### src/rtl/bsc_axiu_pkg.sv
// Shared sizing helpers for the AXI-Stream / ap_hs adapter family.
package bsc_axiu_pkg;

  // Occupancy counter must represent 0..depth inclusive.
  function automatic int unsigned cnt_width(input int unsigned depth);
    return $clog2(depth) + 1;
  endfunction

  // Each stored entry carries tlast alongside the payload.
  function automatic int unsigned entry_width(input int unsigned data_width);
    return data_width + 1;
  endfunction

endpackage

### src/rtl/bsc_axiu_sync_fifo.sv
// First-word-fall-through synchronous FIFO with flush; shared by both adapter directions.
module bsc_axiu_sync_fifo
  import bsc_axiu_pkg::*;
#(
  parameter int unsigned EntryW = 65,
  parameter int unsigned Depth  = 4,
  localparam int unsigned CntW  = cnt_width(Depth)
) (
  input  logic              aclk,
  input  logic              aresetn,
  input  logic              flush,
  input  logic              push,
  input  logic [EntryW-1:0] push_data,
  input  logic              pop,
  output logic [EntryW-1:0] head_data,
  output logic              full,
  output logic              empty,
  output logic [CntW-1:0]   count
);

  localparam int unsigned PtrW = $clog2(Depth);

  if (Depth < 2 || (Depth & (Depth - 1)) != 0) begin : g_bad_depth
    $error("bsc_axiu_sync_fifo: Depth must be a power of two and at least 2");
  end

  logic [EntryW-1:0] mem_q [Depth];
  logic [PtrW-1:0]   wr_ptr_q, wr_ptr_d;
  logic [PtrW-1:0]   rd_ptr_q, rd_ptr_d;
  logic [CntW-1:0]   count_q, count_d;
  logic              do_push, do_pop;

  assign full  = (count_q == CntW'(Depth));
  assign empty = (count_q == '0);
  assign count = count_q;

  // Guard locally so a careless caller can never overflow or underflow.
  assign do_push = push && !full && !flush && aresetn;
  assign do_pop  = pop && !empty && !flush && aresetn;

  always_comb begin
    wr_ptr_d = wr_ptr_q;
    rd_ptr_d = rd_ptr_q;
    count_d  = count_q;
    if (flush) begin
      wr_ptr_d = '0;
      rd_ptr_d = '0;
      count_d  = '0;
    end else begin
      if (do_push) wr_ptr_d = wr_ptr_q + PtrW'(1);
      if (do_pop)  rd_ptr_d = rd_ptr_q + PtrW'(1);
      if (do_push && !do_pop) count_d = count_q + CntW'(1);
      if (do_pop && !do_push) count_d = count_q - CntW'(1);
    end
  end

  always_ff @(posedge aclk) begin
    if (!aresetn) begin
      wr_ptr_q <= '0;
      rd_ptr_q <= '0;
      count_q  <= '0;
    end else begin
      wr_ptr_q <= wr_ptr_d;
      rd_ptr_q <= rd_ptr_d;
      count_q  <= count_d;
    end
  end

  // Storage is deliberately left out of reset.
  always_ff @(posedge aclk) begin
    if (do_push) mem_q[wr_ptr_q] <= push_data;
  end

  assign head_data = mem_q[rd_ptr_q];

endmodule

### src/rtl/bsc_axiu_stream_to_hs_fifo.sv
// AXI-Stream ingress to HLS ap_hs input, decoupled by a FWFT FIFO carrying tlast.
module bsc_axiu_stream_to_hs_fifo
  import bsc_axiu_pkg::*;
#(
  parameter int unsigned DATA_WIDTH = 64,
  parameter int unsigned DEPTH      = 4,
  localparam int unsigned CNT_W     = cnt_width(DEPTH)
) (
  input  logic                  aclk,
  input  logic                  aresetn,
  input  logic                  flush,
  input  logic [DATA_WIDTH-1:0] inStream_tdata,
  input  logic                  inStream_tlast,
  input  logic                  inStream_tvalid,
  output logic                  inStream_tready,
  output logic [DATA_WIDTH-1:0] out_hs,
  output logic                  out_hs_last,
  output logic                  out_hs_ap_vld,
  input  logic                  out_hs_ap_ack,
  output logic [CNT_W-1:0]      occupancy
);

  localparam int unsigned EntryW = entry_width(DATA_WIDTH);

  logic              full, empty, push, pop;
  logic [EntryW-1:0] head_data;

  // tready comes from registered state only, so ack never reaches it combinationally.
  assign inStream_tready = aresetn && !flush && !full;
  assign out_hs_ap_vld   = !flush && !empty;

  assign push = inStream_tvalid && inStream_tready;
  assign pop  = out_hs_ap_vld && out_hs_ap_ack;

  assign {out_hs_last, out_hs} = head_data;

  bsc_axiu_sync_fifo #(
    .EntryW (EntryW),
    .Depth  (DEPTH)
  ) u_fifo (
    .aclk      (aclk),
    .aresetn   (aresetn),
    .flush     (flush),
    .push      (push),
    .push_data ({inStream_tlast, inStream_tdata}),
    .pop       (pop),
    .head_data (head_data),
    .full      (full),
    .empty     (empty),
    .count     (occupancy)
  );

endmodule
### config.mk
export PLATFORM = sky130hd
export DESIGN_NAME = bsc_axiu_stream_to_hs_fifo
export DESIGN_NICKNAME = d
export VERILOG_FILES = /design/src/rtl/bsc_axiu_pkg.sv /design/src/rtl/bsc_axiu_sync_fifo.sv /design/src/rtl/bsc_axiu_stream_to_hs_fifo.sv
export SDC_FILE = /design/constraint.sdc
export NUM_CORES = 1
export LEC_CHECK = 0
export CAP_MARGIN = 30
export CORE_MARGIN = 10
export CORE_UTILIZATION = 49
export DETAILED_ROUTE_END_ITERATION = 10
export HOLD_SLACK_MARGIN = 0.12
export PLACE_DENSITY = 0.73
export SLEW_MARGIN = 40
export SYNTH_ARGS = -nofsm -noshare
export SYNTH_HDL_FRONTEND = slang
export SYNTH_SLANG_ARGS = --single-unit
### constraint.sdc
create_clock -name aclk -period 4 [get_ports aclk]
set_input_delay 0.4 -clock aclk [delete_from_list [all_inputs] [get_ports aclk]]
set_output_delay 0.4 -clock aclk [all_outputs]
set_load 0.01 [all_outputs]
==> results.sh, run 1 <==
export IMPL_status="complete, no violations"
export IMPL_cp_required_ns=3.60
export IMPL_slowest_stage="dfxtp_4"
export IMPL_wl_per_cell_um=21.6
export IMPL_p_seq_frac=0.563
export IMPL_internal_power_uw=4530
export IMPL_ys_seq_area_frac=0.805
export IMPL_postSynthCellCount=394
export IMPL_clk_pin_slew_ns=0.06
export IMPL_htreeDepth=1
export IMPL_place_ws_ns=1.23
export IMPL_dp_hpwl_um=11700
export IMPL_cts_tree="built"
export IMPL_synth_avg_cell_area_um2=25.2
export IMPL_hold_viol_final=0
export IMPL_cp_slowest_stage_delay_ns=0.66
export IMPL_crit_family="buffers and inverters"
export IMPL_whs_endpoint="u_fifo.wr_ptr_q[0]"
export IMPL_first_pass_iters=4
export IMPL_vias_per_cell=5.25
export IMPL_grt_pass1_wl_um=28200
export IMPL_critPathCaptureType="output pin"
export IMPL_syn_area_um2=9930
export IMPL_synth_edf_count=260
export IMPL_finalMaxSlewViolations=0
export IMPL_boundaryPins=140
export IMPL_ys_flop_type="edfxtp_1"
export IMPL_power_density_nw_per_um2=447
export IMPL_reg2reg_slack_ns=1.68
export IMPL_ctsResizeCount=0
export IMPL_max_vdd_ir_drop_v=0.000298
export IMPL_synthesis_nets=470
export IMPL_min_period_ns=3.03
export IMPL_comb_power_share=0.039
export IMPL_skew_ns=0.0175
export IMPL_cts_made_buffers=26
export IMPL_r2r_cells=9
export IMPL_swShare=0.184
export IMPL_synth_seq_cells=269
export IMPL_final_layout_size_suffix_gt1_frac=0.198
export IMPL_finalWeightedCongestion=0.736
export IMPL_r2r_start="u_fifo.count[2]"
export IMPL_grt_max_degree=39
export IMPL_p_clk_frac=0.398
export IMPL_worst_slew_pin_slew_ns=0.583
export IMPL_finalInstanceArea_um2=12400
export IMPL_grt_pass1_vias=4823
export IMPL_grt_antenna_before_repair=1
export IMPL_cts_buffer_depth=3
export IMPL_drt_iter0_markers=238
export IMPL_tns_ns=0
export IMPL_ys_types=26
export IMPL_fp_dieArea_um2=26400
export IMPL_p_leak_uw=0.00384
export IMPL_area_growth_pct=25.1
export IMPL_crit_arrival_ns=2.63
export IMPL_hp_start="u_fifo.wr_ptr_q[0]"
export IMPL_cp_max_fo=23
export IMPL_post_cts_buffers=0
export IMPL_finalWorstSetupSlack_ns=0.970
export IMPL_power_uw=5550
export IMPL_drt_total_wl_um=18200
export IMPL_start_util=0.494
export IMPL_fin_crit_sh=0.758
export IMPL_synthArstFlopShare=0
export IMPL_nets=629
export IMPL_r2r_end="u_fifo.count[2]"
export IMPL_p_sw_uw=1020
export IMPL_ant_nets=0
export IMPL_crit_buf_inv=2
export IMPL_io_buffers=139
export IMPL_setup_worst_path_class="flip-flop to output pin"
export IMPL_fmax_ghz=0.330
export IMPL_yosysWarnings=0
export IMPL_track_usage=0.138
export IMPL_maxSlewHeadroom=0.611
export IMPL_routed_via_count=4418
export IMPL_startpoint_type="flip-flop"
export IMPL_cts_root_buf="clkbuf_16"
export IMPL_worstPathCellList="buf_4 -> mux4_2 -> clkdlybuf4s50_1"
export IMPL_die_h_um=162
export IMPL_clock_latency_ns=0.52
export IMPL_setup_violations_final=0
export IMPL_placementRows=52
export IMPL_clock_sinks=269
export IMPL_cap_violations=0
export IMPL_grt_setup_unrepaired="no"
export IMPL_die_width_um=162
export IMPL_drc=0
export IMPL_whs_ns=0.519
export IMPL_whs_path_depth=2
export IMPL_gr_total_overflow=0
export IMPL_cts_hold_buf=0
export IMPL_dpl_cell_area_um2=11600
export IMPL_fp_coreArea_um2=20100
export IMPL_hold_path_class="flip-flop to flip-flop"
[Yosys cell counts (2+ instances only)]
library cell,n,area (um2)
buf_2,6,30.0
nand2_1,2,7.51
inv_1,7,26.3
and2_1,4,25.0
nor2_1,9,33.8
ha_1,5,62.6
xor2_1,4,35.0
edfxtp_1,260,7810
mux2i_1,2,20.0
mux4_2,65,1460
dfxtp_1,9,180
a21oi_1,2,10.0
buf_6,2,22.5
buf_12,5,100
[how the worst max path moves through the flow]
| stage | start | to | slack, ns | cells past startpoint |
|---|---|---|---|---|
| 3_5_place_dp | flush | u_fifo.mem_q[0][47] | 1.23 | 5 |
| 6_report | flip-flop | out_hs[13] | 0.97 | 3 |
| 4_1_cts | flip-flop | out_hs[58] | 0.87 | 3 |
| 3_3_place_gp | flush | u_fifo.mem_q[0][47] | 1.23 | 4 |
| 2_1_floorplan | flush | u_fifo.mem_q[0][0] | 1.0 | 4 |
| 5_1_grt | flip-flop | out_hs[58] | 0.77 | 3 |
[through the flow]
step	std cells	utilization
finish	842	0.618
floorplan	394	-
detailed placement	795	0.579
global placement	790	0.574
global route	841	0.618
CTS	841	0.618
[worst min-delay path: cells and delay by family (launching register included)]
kind          cells  cell delay [ns]
flops             1             0.35
mux               1             0.05
simple gates      1             0.07
[sequential cells by signal (all words and copies together) (netlist names), named ones only]
signal,cells
u_fifo.count,3
u_fifo.mem_q,260
u_fifo.wr_ptr_q,2
u_fifo.rd_ptr_q,2
[cells in the final DEF, fill, tap and decap left out]
cell type,n
edfxtp_1,260
clkdlybuf4s50_1,139
mux4_2,65
clkbuf_16,27
nor2_1,9
inv_1,7
clkinv_1,7
dfxtp_1,7
clkbuf_1,6
buf_12,6
ha_1,5
and2_4,4
xor2_1,4
clkinv_2,4
nand2_1,2
mux2i_1,2
a21oi_1,2
dfxtp_4,2
diode_2,1
nand2b_4,1
o31ai_1,1
nor3b_1,1
nor3b_2,1
nor3_1,1
nor2b_1,1
o311ai_0,1
o21ai_0,1
or3_1,1
fa_1,1
bufinv_16,1
clkinvlp_4,1
buf_4,1
[final cells by class]
type / instances / area (um2)
sequential: 269 / 8000
timing repair buffer: 146 / 1520
fill: 1344 / 7680
tap: 270 / 338
clock inverter: 13 / 83.8
inverter: 7 / 26.3
antenna: 1 / 2.50
multi-input combinational: 103 / 1760
clock buffer: 33 / 698
[power groups by stage]
| stage | Sequential (uW) | Combinational [uW] | Clock [uW] |
|---|---|---|---|
| floorplan | 3190 | 62.8 | 0 |
| global placement | 3190 | 210 | 0 |
| detailed placement | 3190 | 219 | 0 |
| CTS | 3130 | 221 | 2260 |
| global route | 3130 | 232 | 2380 |
| finish | 3130 | 216 | 2210 |
[cells by family (layout without fill, tap and decap cells)]
group	count (synthesis)	count (layout)	synth area share
flops	269	269	0.805
mux	67	67	0.149
buf+inv	22	199	0.0192
simple gates	21	21	0.0118
fa+ha+maj	6	6	0.00832
compound gates	5	5	0.00315
xor+xnor	4	4	0.00353
other cells	0	1	0
[metal layers]
metal | up-vias | routed length (um) | GRT usage
li1 | 1991 | - | -
met1 | 2291 | 7020 | 0.169
met2 | 112 | 9590 | 0.238
met5 | - | 12 | 0
met4 | 2 | 276 | 0.0352
met3 | 22 | 1310 | 0.0382
Power figures use the tool's default switching activity.
==> run 2: changes to the inputs <==
==> constraint.sdc (replaced) <==
create_clock -name aclk -period 3 [get_ports aclk]
set_input_delay 0.3 -clock aclk [delete_from_list [all_inputs] [get_ports aclk]]
set_output_delay 0.3 -clock aclk [all_outputs]
set_load 0.01 [all_outputs]
==> run 2 against run 1 <==
  * Routed wire length increased by 2.0%
  * Critical path depth stayed put
  * Core utilization is 0.72 points higher
  * Cell count is 0.48% higher
  * Register-to-register slack lost 1.0 ns
  * Global-route usage grew 0.054 points
  * Critical path type unchanged
  * Critical endpoint is now out_hs[1]
==> results.sh, run 2 (synthesis gave the netlist of run 1 again) <==
export IMPL_first_pass_iters=4
export IMPL_cts_root_buf="clkbuf_16"
export IMPL_cts_buffer_depth=3
export IMPL_fin_crit_sh=0.902
export IMPL_setup_worst_path_class="flip-flop to output pin"
export IMPL_cts_tree="built"
export IMPL_cts_hold_buf=0
export IMPL_hold_path_class="primary input to flip-flop"
export IMPL_finalWeightedCongestion=0.771
export IMPL_fmax_ghz=0.369
export IMPL_max_vdd_ir_drop_v=0.000528
export IMPL_grt_pass1_wl_um=28700
export IMPL_maxSlewHeadroom=0.651
export IMPL_post_cts_buffers=0
export IMPL_tns_ns=0
export IMPL_track_usage=0.139
export IMPL_hold_viol_final=0
export IMPL_dp_hpwl_um=11500
export IMPL_crit_buf_inv=2
export IMPL_slowest_stage="mux4_2"
export IMPL_ctsResizeCount=0
export IMPL_skew_ns=0.00750
export IMPL_r2r_cells=9
export IMPL_cp_required_ns=2.70
export IMPL_crit_family="buffers and inverters"
export IMPL_boundaryPins=140
export IMPL_io_buffers=139
export IMPL_hp_start="inStream_tdata[34]"
export IMPL_grt_antenna_before_repair=1
export IMPL_routed_via_count=4484
export IMPL_finalMaxSlewViolations=0
export IMPL_largest_register_ffs=260
export IMPL_p_leak_uw=0.00391
export IMPL_htreeDepth=1
export IMPL_ant_nets=0
export IMPL_dpl_cell_area_um2=11700
export IMPL_placementRows=52
export IMPL_drt_total_wl_um=18600
export IMPL_cp_max_fo=32
export IMPL_power_uw=7720
export IMPL_whs_endpoint="u_fifo.mem_q[3][34]"
export IMPL_power_density_nw_per_um2=614
export IMPL_r2r_end="u_fifo.count[2]"
export IMPL_drt_iter0_markers=195
export IMPL_drc=0
export IMPL_crit_arrival_ns=2.41
export IMPL_fp_dieArea_um2=26400
export IMPL_die_width_um=162
export IMPL_finalInstanceArea_um2=12600
export IMPL_clk_pin_slew_ns=0.06
export IMPL_whs_path_depth=1
export IMPL_fp_coreArea_um2=20100
export IMPL_area_growth_pct=26.6
export IMPL_status="complete, no violations"
export IMPL_die_h_um=162
export IMPL_grt_setup_unrepaired="no"
export IMPL_start_util=0.494
export IMPL_nets=632
export IMPL_gr_total_overflow=0
export IMPL_cap_violations=0
export IMPL_layout_common_cells="edfxtp_1, clkdlybuf4s50_1, mux4_2"
export IMPL_worstPathCellList="buf_12 -> mux4_2 -> clkdlybuf4s50_1"
export IMPL_clock_sinks=269
export IMPL_final_common_cell="edfxtp_1"
export IMPL_r2r_start="u_fifo.count[2]"
export IMPL_startpoint_type="flip-flop"
export IMPL_critPathCaptureType="output pin"
export IMPL_cp_slowest_stage_delay_ns=0.58
export IMPL_regMostFlops="u_fifo.mem_q"
export IMPL_vias_per_cell=5.30
export IMPL_reg2reg_slack_ns=0.64
export IMPL_grt_max_degree=66
export IMPL_min_period_ns=2.71
export IMPL_cts_made_buffers=26
export IMPL_worst_slew_pin_slew_ns=0.521
export IMPL_grt_pass1_vias=5001
export IMPL_final_layout_size_suffix_gt1_frac=0.216
export IMPL_wl_per_cell_um=21.9
export IMPL_setup_violations_final=0
export IMPL_clock_latency_ns=0.51
==> run 2: cell types whose count changed in the layout (fill, tap and decap cells not counted), sizes merged <==
cell	change
buf	+3
clkbuf	-4
clkinvlp	+2
bufinv	+3
==> run 2: where the power goes <==
part | internal, uW | switching [uW]
sequential | 4160 | 11.1
clock | 1980 | 1280
combinational | 166 | 123
==> run 2: how the worst max path moves through the flow <==
stage / start / to / slack [ns] / cells after the start
2_1_floorplan: u_fifo.count[0] / u_fifo.mem_q[1][0] / 0.05 / 3
3_3_place_gp: flush / u_fifo.count[2] / 0.52 / 10
3_5_place_dp: flush / u_fifo.count[2] / 0.39 / 10
4_1_cts: flip-flop / out_hs[40] / 0.23 / 3
5_1_grt: flip-flop / out_hs[61] / 0.15 / 3
6_report: flip-flop / out_hs[1] / 0.29 / 3
==> run 2: stage by stage <==
step | hold WS, ns | util | std cells | setup slack, ns
2_1_floorplan | 0.399 | - | 394 | 0.0517
3_3_place_gp | 0.480 | 0.581 | 798 | 0.524
3_5_place_dp | 0.511 | 0.581 | 798 | 0.387
4_1_cts | 0.405 | 0.625 | 845 | 0.227
5_1_grt | 0.421 | 0.625 | 846 | 0.149
6_report | 0.417 | 0.625 | 846 | 0.293
==> run 2: cell type report <==
class	count	area, um2
inverter	7	26.3
timing repair buffer	149	1570
fill	1340	7540
sequential	269	8000
tap	270	338
antenna	1	2.50
clock inverter	18	196
multi-input combinational	103	1760
clock buffer	29	683
==> run 2: worst reg2reg max path, delay by kind of cell (launching register included) <==
kind | cells | cell delay [ns]
buf+inv | 2 | 0.16
simple gates | 3 | 0.83
flops | 1 | 0.43
compound gates | 1 | 0.16
fa+ha+maj | 2 | 0.56
xor+xnor | 1 | 0.16
==> run 2: layer usage <==
layer,GRT usage,part of all wire,wire (um)
met1,0.171,0.40,7420
met2,0.236,0.52,9580
met3,0.0354,0.059,1100
met4,0.0447,0.025,457
met5,0,0,0
